===== config.mk =====
export PLATFORM = sky130hd
export DESIGN_NAME = seg_approx_add_ctrl
export DESIGN_NICKNAME = d
export VERILOG_FILES = /design/src/rtl/seg_approx_add_ctrl_pkg.sv /design/src/rtl/seg_approx_add_ctrl_pg.sv /design/src/rtl/seg_approx_add_ctrl.sv
export SDC_FILE = /design/constraint.sdc
export NUM_CORES = 1
export LEC_CHECK = 0
export BUFFER_PORTS_ARGS = -buffer_cell sky130_fd_sc_hd__buf_4
export CORE_MARGIN = 2
export CORE_UTILIZATION = 50
export CTS_BUF_LIST = sky130_fd_sc_hd__clkbuf_2
export DETAILED_ROUTE_END_ITERATION = 7
export PLACE_DENSITY = 0.78
export SLEW_MARGIN = 20
export SYNTH_ARGS = -nofsm -noshare
export SYNTH_HDL_FRONTEND = slang
export SYNTH_SLANG_ARGS = --single-unit

===== constraint.sdc =====
create_clock -name clk -period 5.05 [get_ports clk]
set_input_delay 0.505 -clock clk [delete_from_list [all_inputs] [get_ports clk]]
set_output_delay 0.505 -clock clk [all_outputs]
set_load 0.01 [all_outputs]

===== src/rtl/seg_approx_add_ctrl_pkg.sv =====
// Shared definitions for the segmented approximate adder controller.
//   - state_e : controller FSM encoding (IDLE=0, RUN=1, DONE=2)
//   - clog2   : ceiling log2, used to size the segment index and approx_k
//   - nseg    : number of SEG-bit segments spanning a WIDTH-bit operand
package seg_approx_add_ctrl_pkg;

  typedef enum logic [1:0] {
    StIdle = 2'd0,
    StRun  = 2'd1,
    StDone = 2'd2
  } state_e;

  // Returns ceil(log2(v)); clog2(0) and clog2(1) both give 0.
  function automatic int unsigned clog2(input int unsigned v);
    int unsigned r;
    r = 0;
    while ((64'd1 << r) < 64'(v)) begin
      r++;
    end
    return r;
  endfunction

  function automatic int unsigned nseg(input int unsigned width, input int unsigned seg);
    return width / seg;
  endfunction

endpackage


===== src/rtl/seg_approx_add_ctrl_pg.sv =====
// seg_pg_slice: combinational SEG-bit ripple adder built from per-bit
// propagate (a^b) and generate (a&b) cells.
// Ports:
//   a_s, b_s : SEG-bit operand slices
//   cin      : carry into bit 0
//   s        : SEG-bit slice sum
//   cout     : carry out of the top bit
module seg_pg_slice #(
  parameter int unsigned SEG = 8
) (
  input  logic [SEG-1:0] a_s,
  input  logic [SEG-1:0] b_s,
  input  logic           cin,
  output logic [SEG-1:0] s,
  output logic           cout
);

  logic [SEG-1:0] p;
  logic [SEG-1:0] g;
  logic [SEG:0]   c;

  assign p = a_s ^ b_s;
  assign g = a_s & b_s;

  always_comb begin
    c    = '0;
    c[0] = cin;
    for (int i = 0; i < int'(SEG); i++) begin
      c[i+1] = g[i] | (p[i] & c[i]);
    end
  end

  assign s    = p ^ c[SEG-1:0];
  assign cout = c[SEG];

endmodule


===== src/rtl/seg_approx_add_ctrl.sv =====
// seg_approx_add_ctrl: multi-cycle controller that walks one SEG-bit
// propagate/generate slice across a WIDTH-bit operand pair, LSB segment
// first, one segment per cycle. The carry leaving each of the lowest k_eff
// segments is dropped (segmented approximate addition); err records whether
// any dropped carry was 1.
// Ports:
//   clk, rst          : clock, synchronous active-high reset
//   in_valid/in_ready : operand handshake (ready only in IDLE)
//   a, b              : WIDTH-bit operands
//   approx_k          : number of low segment boundaries to truncate
//   out_valid/out_ready : result handshake (valid only in DONE)
//   sum, cout, err    : result, top carry out, truncation-lost-carry flag
//   busy              : FSM not in IDLE
module seg_approx_add_ctrl
  import seg_approx_add_ctrl_pkg::*;
#(
  parameter  int unsigned WIDTH = 32,
  parameter  int unsigned SEG   = 8,
  localparam int unsigned NSEG  = nseg(WIDTH, SEG),
  localparam int unsigned KW    = clog2(NSEG) + 1
) (
  input  logic             clk,
  input  logic             rst,
  input  logic             in_valid,
  output logic             in_ready,
  input  logic [WIDTH-1:0] a,
  input  logic [WIDTH-1:0] b,
  input  logic [KW-1:0]    approx_k,
  output logic             out_valid,
  input  logic             out_ready,
  output logic [WIDTH-1:0] sum,
  output logic             cout,
  output logic             err,
  output logic             busy
);

  localparam int unsigned IW = (NSEG > 1) ? clog2(NSEG) : 1;

  state_e           state_q, state_d;
  logic [WIDTH-1:0] a_q, a_d;
  logic [WIDTH-1:0] b_q, b_d;
  logic [KW-1:0]    k_q, k_d;
  logic [IW-1:0]    seg_idx_q, seg_idx_d;
  logic             carry_q, carry_d;
  logic             err_q, err_d;
  logic [WIDTH-1:0] sum_q, sum_d;
  logic             cout_q, cout_d;

  logic [SEG-1:0]   seg_a, seg_b, seg_s;
  logic             seg_co;
  logic             drop_carry;
  logic             last_seg;

  // Select the operand slices for the current segment.
  always_comb begin
    seg_a = '0;
    seg_b = '0;
    for (int i = 0; i < int'(NSEG); i++) begin
      if (seg_idx_q == IW'(i)) begin
        seg_a = a_q[i*SEG +: SEG];
        seg_b = b_q[i*SEG +: SEG];
      end
    end
  end

  seg_pg_slice #(
    .SEG (SEG)
  ) u_slice (
    .a_s  (seg_a),
    .b_s  (seg_b),
    .cin  (carry_q),
    .s    (seg_s),
    .cout (seg_co)
  );

  assign drop_carry = int'(seg_idx_q) < int'(k_q);
  assign last_seg   = (seg_idx_q == IW'(NSEG - 1));

  always_comb begin
    state_d   = state_q;
    a_d       = a_q;
    b_d       = b_q;
    k_d       = k_q;
    seg_idx_d = seg_idx_q;
    carry_d   = carry_q;
    err_d     = err_q;
    sum_d     = sum_q;
    cout_d    = cout_q;

    case (state_q)
      StIdle: begin
        if (in_valid) begin
          a_d       = a;
          b_d       = b;
          // The top boundary carry becomes cout, so at most NSEG-1 can drop.
          if (int'(approx_k) > int'(NSEG - 1)) begin
            k_d = KW'(NSEG - 1);
          end else begin
            k_d = approx_k;
          end
          seg_idx_d = '0;
          carry_d   = 1'b0;
          err_d     = 1'b0;
          sum_d     = '0;
          cout_d    = 1'b0;
          state_d   = StRun;
        end
      end

      StRun: begin
        for (int i = 0; i < int'(NSEG); i++) begin
          if (seg_idx_q == IW'(i)) begin
            sum_d[i*SEG +: SEG] = seg_s;
          end
        end
        if (drop_carry) begin
          carry_d = 1'b0;
          err_d   = err_q | seg_co;
        end else begin
          carry_d = seg_co;
        end
        if (last_seg) begin
          cout_d  = seg_co;
          state_d = StDone;
        end else begin
          seg_idx_d = seg_idx_q + 1'b1;
        end
      end

      StDone: begin
        if (out_ready) begin
          state_d = StIdle;
        end
      end

      default: state_d = StIdle;
    endcase
  end

  always_ff @(posedge clk) begin
    if (rst) begin
      state_q   <= StIdle;
      a_q       <= '0;
      b_q       <= '0;
      k_q       <= '0;
      seg_idx_q <= '0;
      carry_q   <= 1'b0;
      err_q     <= 1'b0;
      sum_q     <= '0;
      cout_q    <= 1'b0;
    end else begin
      state_q   <= state_d;
      a_q       <= a_d;
      b_q       <= b_d;
      k_q       <= k_d;
      seg_idx_q <= seg_idx_d;
      carry_q   <= carry_d;
      err_q     <= err_d;
      sum_q     <= sum_d;
      cout_q    <= cout_d;
    end
  end

  assign in_ready  = (state_q == StIdle);
  assign out_valid = (state_q == StDone);
  assign busy      = (state_q != StIdle);
  assign sum       = sum_q;
  assign cout      = cout_q;
  assign err       = err_q;

endmodule

* Yosys cells after proc, flatten, opt, wreduce, memory -nomap -nowiden
Index checks and enable logic that the tools add are counted.
** Word-level totals
- Bits of input ports :: 71
- Latch bits :: 0
- Output and inout port bits :: 37
- Bits in read-only memories :: 0
- RAM bits :: 0
- Word-level logic and storage cells :: 90
- Bits in registers :: 106
- Memories kept :: 0
** Operators by class
- Div/mod/pow operators :: 0
- Add/subtract/negate cells :: 1
- Bitwise gates (word level) :: 20
- Shift operators :: 0
- Mux-type cells :: 29
- Equal/unequal tests :: 13
- Reductions and logical operators :: 13
- Order comparisons :: 2
- Multipliers :: 0
** Operators by type and width (count)
- $mux W8 :: 12
- $pmux W32 S2 :: 1
- $mux W32 :: 1
- $reduce_and A3 Y1 :: 7
- $xor A8 B8 Y8 :: 2
- $ne A2 B2 Y1 const B :: 7
- $mux W2 :: 5
- $or A1 B1 Y1 :: 9
- $and A1 B1 Y1 :: 8
- $and A8 B8 Y8 :: 1
- $eq A2 B2 Y1 const B :: 3
- $pmux W1 S2 :: 3
- $pmux W2 S3 :: 1
- $eq A2 B1 Y1 const B :: 2
- $logic_not A2 Y1 :: 2
- $mux W1 :: 4
- $pmux W2 S2 :: 1
- $reduce_and A2 Y1 :: 2
- $reduce_bool A2 Y1 :: 2
- $gt A3 B2 Y1 const B :: 1
- $lt A2 B3 Y1 :: 1
- $mux W3 :: 1
- $add A2 B1 Y2 const B :: 1
- $ne A2 B1 Y1 const B :: 1

* Longest topological paths before layout
Gate-level depths: netlist of run 1.
- Word-level depth :: 25
- Gate-level depth with buffers :: 17
- Gate-level depth less buffers :: 15

* Modules after synthesis
Synthesis of run 1 repeated with hierarchy kept, for this count alone.
** Unflattened totals
- Cells, all modules :: 582
- Area total of the unflattened synthesis :: 4810.9 um2
** By module, submodules not included
- seg_approx_add_ctrl :: cells an instance 564, seq. area each 2122.0 um2, instances 1, area an instance 4613.2 um2
- seg_pg_slice :: cells an instance 18, seq. area each 0.0 um2, instances 1, area an instance 197.7 um2

* Worst setup path after synthesis of run 1
Ideal clock, no wire load.
- Path kind :: register -> register
- Start point :: register seg_idx_q[0]
- End point :: register sum_q[31], in the netlist sum[31]
- Library setup time :: 0.072 ns
- Arrival time :: 4.872 ns
- Path buffers :: 2
- Period minus slack after synthesis :: 4.943 ns
- Path slack :: 0.107 ns
- Required time :: 4.978 ns
- Stages on the path, launching flop included :: 18
- Path through :: dfxtp_1 inv_1 ha_1 clkbuf_1 clkbuf_1 a21oi_1 o21ai_0 a22oi_1 fa_1 fa_1 fa_1 fa_1 fa_1 fa_1 fa_1 fa_1 or3_1 mux2i_1
** On the way
- Cells in the longest elaborated chain, start to end :: 23
- Elaborated cells between the ends (all ways) :: 33
- Those cells by class :: eq/ne (4); mux (10); bitwise (17); reduce/logical (2)
** Ends and longest elaborated chain
- from (decl) :: line seg_approx_add_ctrl.sv:43 : logic [IW-1:0] seg_idx_q, seg_idx_d;
- from (signal assigned) :: line seg_approx_add_ctrl.sv:156 : seg_idx_q <= seg_idx_d;
- $logic_not A2 Y1 :: line seg_approx_add_ctrl.sv:59 : if (seg_idx_q == IW'(i)) begin
- $mux W8 (4 in a row) :: line seg_approx_add_ctrl.sv:59
- $xor A8 B8 Y8 :: line seg_approx_add_ctrl_pg.sv:22 : assign p = a_s ^ b_s;
- $and A1 B1 Y1 :: line seg_approx_add_ctrl_pg.sv:29 : c[i+1] = g[i] | (p[i] & c[i]);
- $or A1 B1 Y1 :: line seg_approx_add_ctrl_pg.sv:29
- $and A1 B1 Y1 :: line seg_approx_add_ctrl_pg.sv:29
- $or A1 B1 Y1 :: line seg_approx_add_ctrl_pg.sv:29
- $and A1 B1 Y1 :: line seg_approx_add_ctrl_pg.sv:29
- (+4 left out)
- $or A1 B1 Y1 :: line seg_approx_add_ctrl_pg.sv:29
- $and A1 B1 Y1 :: line seg_approx_add_ctrl_pg.sv:29
- $or A1 B1 Y1 :: line seg_approx_add_ctrl_pg.sv:29
- $and A1 B1 Y1 :: line seg_approx_add_ctrl_pg.sv:29
- $or A1 B1 Y1 :: line seg_approx_add_ctrl_pg.sv:29
- $xor A8 B8 Y8 :: line seg_approx_add_ctrl_pg.sv:33 : assign s = p ^ c[SEG-1:0];
- $mux W8 :: line seg_approx_add_ctrl.sv:112 : if (seg_idx_q == IW'(i)) begin
- $pmux W32 S2 :: line seg_approx_add_ctrl.sv:90 : case (state_q)
- to (signal assigned) :: line seg_approx_add_ctrl.sv:159 : sum_q <= sum_d;
- to (decl) :: line seg_approx_add_ctrl.sv:46 : logic [WIDTH-1:0] sum_q, sum_d;
Parallel ways exist; a longest one is shown, timed or not. The select of a mux whose other input is x is not followed.
A chain may end at the register's enable or synchronous reset.

* Worst setup path in the final report of run 1
- Start point :: register seg_idx_q[0]
- End point :: register sum_q[23], in the netlist sum[23]
The elaborated chain is that of the path after synthesis.

==> metrics.md, run 1 <==
| Metric | Value |
|---|---|
| Type of the worst min-delay path | in -> reg |
| Switching share of power | 28.5% |
| R2R setup slack | 0.18 ns |
| Initial antenna violation count | 0 |
| Max Cap Viol | 0 |
| Headroom to the max-slew limit | 47.0% |
| Layout area overhead | 21.9% |
| Drt total wl | 11300 um |
| Root Buffer Master | clkbuf_2 |
| Tot GR Track Use | 23.2% |
| First-pass GRT wire length | 18800 um |
| Avg WL per Cell | 14.6 um |
| Die area | 10100 sq um |
| Number of flops mapped to enable cells by yosys | 0 |
| 1st-iter DRT viols | 274 |
| Yosys Warn Count | 0 |
| Pins Over Slew Limit | 0 |
| Yosys reg bits | 106 |
| Post-route ant nets | 0 |
| Hold path endpoint | a_q[17] |
| FF+latch area | 2130 sq um |
| Ys flop type | dfxtp_1 |
| Comb pwr share | 16.7% |
| Metal2 WL | 5470 um |
| Hold Path Origin | a[17] |
| Clk slew on worst S/H paths | 0.30 ns |
| Clk buf depth | 2 |
| TritonRoute pass-1 iters | 5 |
| Slew @ Worst Pin | 0.795 ns |
| Clk_lat worst skew | 0.60 ns |
| H-tree depth | 3 |
| Syn_nets | 656 |
| Vias per inst | 5.41 |
| Worst Path Max Fanout | 8 |
| Largest net degree at the start of global routing | 81 |
| Fin crit period | 4.87 ns |
| Grt ovf | 0 |
| Required @ worst endpoint | 5.59 ns |
| Int Pwr | 1.17 mW |
| Crit path kind | reg -> reg |
| Num CTS Buffers | 9 |
| Commonest non-fill, non-tap cell in the layout | nand2_1 |
| Vias | 4178 |
| Power Density | 290 nW/um^2 |
| Setup-failing EPs final | 0 |
| Clock power share | 27.7% |
| Lkg Pwr | 2.33 nW |
| Core area | 9110 sq um |
| Mapped Area | 4640 sq um |
| DR WL met3 | 530 um |
| # clock sinks | 106 |
| DRC | 0 |
| Crit path launch type | register |
| Post-Route Skew | 0.0430 ns |
| Post-synthesis sequential area ratio | 45.7% |
| Setup WS pre-CTS | 0.0191 ns |
| Highest Signal Layer | met4 |
| Final #Nets | 740 |
| Die X | 100 um |
| Netlist cell types | 37 |
| Fill cells | 820 |
| Fmax | 206 MHz |
| FP Rows | 35 |
| Sw power | 0.468 mW |
| WP data arrival | 5.40 ns |
| Most frequent cells in the layout | nand2_1 (181), buf_4 (120), dfxtp_1 (104) |
| Crit end category | register |
| Initial Util | 51.0% |
| Worst R2R End | sum[23] |
| Worst vdd ir | 0.167 mV |
| Ports | 108 |
| Vias in the first global route | 4054 |
| Final Hold Fails | 0 |
| Final HPWL DP | 8090 um |
| Final WS setup | 0.184 ns |
| Reg2Reg Depth | 14 |
| Post-Synthesis Cells | 572 |
| GPL Wtd Cong | 0.859 |
| # diodes | 0 |
| Reg2reg start | seg_idx_q[0] |
| Period utilisation layout | 96.4% |
| Share of flip-flops with an asynchronous set or reset | 0% |
| Die Ht | 100 um |
| Synthesized area per cell | 8.12 sq um |
| Status | finished clean |
| Area of the multi-input gates | 2250 sq um |
| Share of cells above drive strength 1 | 23.0% |
| Met1 WL | 5020 um |
| CTS tree | yes |
| I/O Buffers | 107 |
| Total Power | 1.64 mW |
| Sequential Power Share | 55.6% |
| Worst hold stages | 3 |
## synth_stat cells (3+ instances only)
library cell,instances,share of area [%]
nand2b_1,4,0.54
buf_6,3,0.73
buf_2,17,1.8
buf_4,4,0.65
a21oi_1,98,11
nand2_1,181,15
fa_1,8,3.5
or3_1,9,1.2
clkbuf_1,20,1.6
mux2i_1,33,7.1
a22oi_1,16,2.6
buf_1,3,0.24
ha_1,5,1.3
nor3_1,3,0.32
dfxtp_1,106,46
o21ai_0,16,1.7
a21o_1,4,0.65
inv_1,22,1.8
## area by class of cell
type	instances	area share (%)
clock inverter	7	1.77
clock buffer	9	0.796
inverter	23	1.59
timing repair buffer	120	15.9
tap	111	2.46
multi-input combinational	396	39.8
sequential	106	37.6
## registers in the layout, indices dropped and copies added, names as in the netlist
name and cells:
a_q 32, b_q 32, carry_q 1, cout 1, err 1, k_q 3
seg_idx_q 2, state_q 2, sum 32
## what timing repair did
| action | 4_1_cts | 5_1_grt |
|---|---|---|
| endpoints found under the setup margin | 1 | 6 |
| pin swaps | 0 | 0 |
| setup buffers | 0 | 2 |
| gates resized for setup | 2 | 15 |
| hold buffers | 0 | 0 |
## power by group through the flow
stage / Combinational [mW] / Sequential, mW / Clock [mW]
2_1_floorplan: 0.170 / 0.920 / 0
3_3_place_gp: 0.259 / 0.926 / 0
3_5_place_dp: 0.266 / 0.928 / 0
4_1_cts: 0.268 / 0.913 / 0.457
5_1_grt: 0.307 / 0.919 / 0.485
6_report: 0.275 / 0.913 / 0.454
## routing by layer
| layer | global-route usage [%] | up-vias |
|---|---|---|
| li1 | - | 2059 |
| met1 | 30.6 | 1973 |
| met2 | 38.7 | 125 |
| met3 | 3.27 | 21 |
| met4 | 8.64 | 0 |
| met5 | 0 | - |
## worst max-delay path by stage
stage	start	slack, ns	end	cells after the start
final	seg_idx_q[0]	0.18	sum[23]	14
after global routing	seg_idx_q[0]	-0.009	sum[23]	14
after CTS	seg_idx_q[1]	0.02	sum[23]	15
after detailed placement	seg_idx_q[1]	0.02	sum[23]	14
after global placement	seg_idx_q[1]	0.21	sum[31]	14
after floorplan	seg_idx_q[0]	0.11	sum[31]	17
## cell families (layout without fill, tap and decap cells)
group / Yosys count / in the layout / synth area share, %
compound gates: 143 / 143 / 17.3
flops: 106 / 106 / 45.7
fa+ha+maj: 13 / 13 / 4.80
simple gates: 207 / 207 / 18.2
mux: 33 / 33 / 7.12
buf+inv: 70 / 159 / 6.93
## through the flow
stage	instances	utilization (%)	instance area, sq um	TNS, ns	hold WS [ns]
2_1_floorplan	572	-	4640	0	0.436
3_3_place_gp	754	59.7	5440	0	0.445
3_5_place_dp	754	59.7	5440	0	0.448
4_1_cts	770	61.3	5590	0	0.0765
5_1_grt	772	62.1	5660	-0.00864	0.0840
6_report	772	62.1	5660	0	0.0952
## critical path, stage by stage (launching register included)
cell and delay [ns]:
dfxtp_4 0.44, clkinvlp_4 0.16, ha_4 0.23, a21oi_1 0.16, a22oi_1 0.10, fa_1 0.41
fa_1 0.39, fa_1 0.39, fa_2 0.36, fa_2 0.36, fa_1 0.39, fa_1 0.40
fa_1 0.45, or3_4 0.42, mux2i_1 0.15
No activity file was read; power rests on OpenSTA's default activity.
==> run 2: changes to the inputs <==
- CORE_UTILIZATION: 50 -> 30
- PLACE_DENSITY: 0.78 -> not set
- RECOVER_POWER: not set -> 100
==> run 2 against run 1 <==
- the flow now finishes with violations (max-capacitance violations, max-slew violations)
- sequential share of layout area is 0.24 points higher
- register-to-register slack about the same
- worst hold slack improved by 0.0049 ns
- critical path depth did not move
- utilization down 25 points
- clock-buffer cell count unchanged
- clock power rose by 8.8%
- non-clock buffer count is the same
- largest cell class unchanged
- largest power group unchanged
==> metrics.md, run 2 (synthesis results as in run 1) <==
| Metric | Value |
|---|---|
| Final Hold Fails | 0 |
| Fmax | 206 MHz |
| Setup-failing EPs final | 0 |
| Failing checks | max-capacitance violations, max-slew violations |
| Worst vdd ir | 0.146 mV |
| Initial Util | 30.6% |
| Crit path kind | reg -> reg |
| Type of the worst min-delay path | in -> reg |
| Final WS setup | 0.197 ns |
| # clock sinks | 106 |
| Fin crit period | 4.85 ns |
| Clk buf depth | 2 |
| Avg WL per Cell | 14.6 um |
| Post-Route Skew | 0.0128 ns |
| CP cell instances | buf_4 > ha_4 > a21oi_1 > a22oi_1 > fa_1 > fa_1 > fa_1 > fa_1 > fa_1 > fa_1 > fa_1 > fa_1 > or3_4 > mux2i_1 |
| I/O Buffers | 107 |
| Status | complete, but fails checks |
| Required @ worst endpoint | 5.61 ns |
| Layout area overhead | 21.1% |
| CTS tree | yes |
| # diodes | 0 |
| Fill cells | 1611 |
| Post-layout util | 37.1% |
| Cell mode on critical path | fa_1 |
| Commonest non-fill, non-tap cell in the layout | nand2_1 |
| Die Ht | 128 um |
| Num CTS Buffers | 9 |
| Crit path launch type | register |
| Vias per inst | 4.77 |
| DRC | 0 |
| Max Cap Viol | 1 |
| Final #Nets | 740 |
| Final Cell Area | 5620 sq um |
| Drt total wl | 12400 um |
| CP max stage delay | 0.44 ns |
| Headroom to the max-slew limit | -98.8% |
| Buf/Inv on CP | 1 |
| Most frequent cells in the layout | nand2_1 (181), dfxtp_1 (104), a21oi_1 (98) |
| Die X | 128 um |
| Pins Over Slew Limit | 72 |
| Setup WS pre-CTS | 0.0499 ns |
| FP Rows | 45 |
| Cell family with most CP delay | adder cells |
| WP data arrival | 5.42 ns |
| Lkg Pwr | 2.18 nW |
| TritonRoute pass-1 iters | 4 |
| Period utilisation layout | 96.1% |
| Power Density | 298 nW/um^2 |
| Slew @ Worst Pin | 2.98 ns |
| Ports | 108 |
| Crit end category | register |
| Tot GR Track Use | 14.9% |
| First-pass GRT wire length | 19400 um |
| 1st-iter DRT viols | 279 |
| Grt ovf | 0 |
| Worst Path Max Fanout | 8 |
| Die area | 16500 sq um |
| Hold_ws | 0.100 ns |
| Root Buffer Master | clkbuf_2 |
| Vias | 4049 |
| Largest net degree at the start of global routing | 81 |
| Hold-fix buffers at CTS | 0 |
| GPL Wtd Cong | 0.885 |
| Slowest cell on the critical path | fa_1 |
| Placed cell area | 5530 sq um |
| Setup TNS | 0 ns |
| Core area | 15100 sq um |
| Clk slew on worst S/H paths | 0.27 ns |
| H-tree depth | 3 |
| Initial antenna violation count | 0 |
| Post-route ant nets | 0 |
| Final HPWL DP | 9080 um |
| Vias in the first global route | 3818 |
| Clk_lat worst skew | 0.60 ns |
| Share of cells above drive strength 1 | 16.9% |
[run 2: cell count changes in the layout (fill, tap and decap cells not counted), sizes merged]
cell,before,now
clkinvlp,4,0
clkbuf,9,47
buf,120,82
clkinv,0,3
bufinv,2,3
[run 2: final timing paths]
kind	from	endpoint	slack, ns	depth (start not counted)
max	seg_idx_q[1]	sum[15]	0.20	14
min	a[31]	a_q[31]	0.10	3
max reg2reg	seg_idx_q[1]	sum[15]	0.20	14
min reg2reg	a_q[0]	a_q[0]	0.47	2
[run 2: area by class of cell]
type                       instances  area, sq um  area share (%)
sequential                       106         2130            37.9
clock inverter                     7          116            2.07
inverter                          23         86.3            1.54
multi-input combinational        396         2250            40.0
tap                              188          235            4.19
clock buffer                       9         45.0           0.801
timing repair buffer             120          758            13.5
[run 2: power breakdown]
group | switching, mW | internal [mW] | total (mW)
Sequential | 0.0296 | 0.883 | 0.912
Combinational | 0.153 | 0.115 | 0.267
Clock | 0.280 | 0.214 | 0.494
[run 2: metrics by stage]
stage	std cells	total power, mW
floorplan	572	1.09
global placement	831	1.19
detailed placement	831	1.20
CTS	847	1.70
global route	849	1.76
finish	849	1.67
[run 2: repair_timing]
item                       4_1_cts  5_1_grt
gates resized for setup          1       15
setup endpoints to repair        1        7
setup buffers                    0        2
[run 2: routing by layer]
metal | wire length, um | vias to the layer above | track usage [%]
li1 | - | 2060 | -
met1 | 6030 | 1863 | 20.6
met2 | 5420 | 112 | 22.9
met3 | 743 | 14 | 4.03
met4 | 184 | 0 | 4.59
met5 | 0 | - | 0
[run 2: tightest hold or removal path, delay by kind of cell]
family | cells | cell delay, ns
buf+inv | 1 | 0.11
simple gates | 1 | 0.04
compound gates | 1 | 0.05
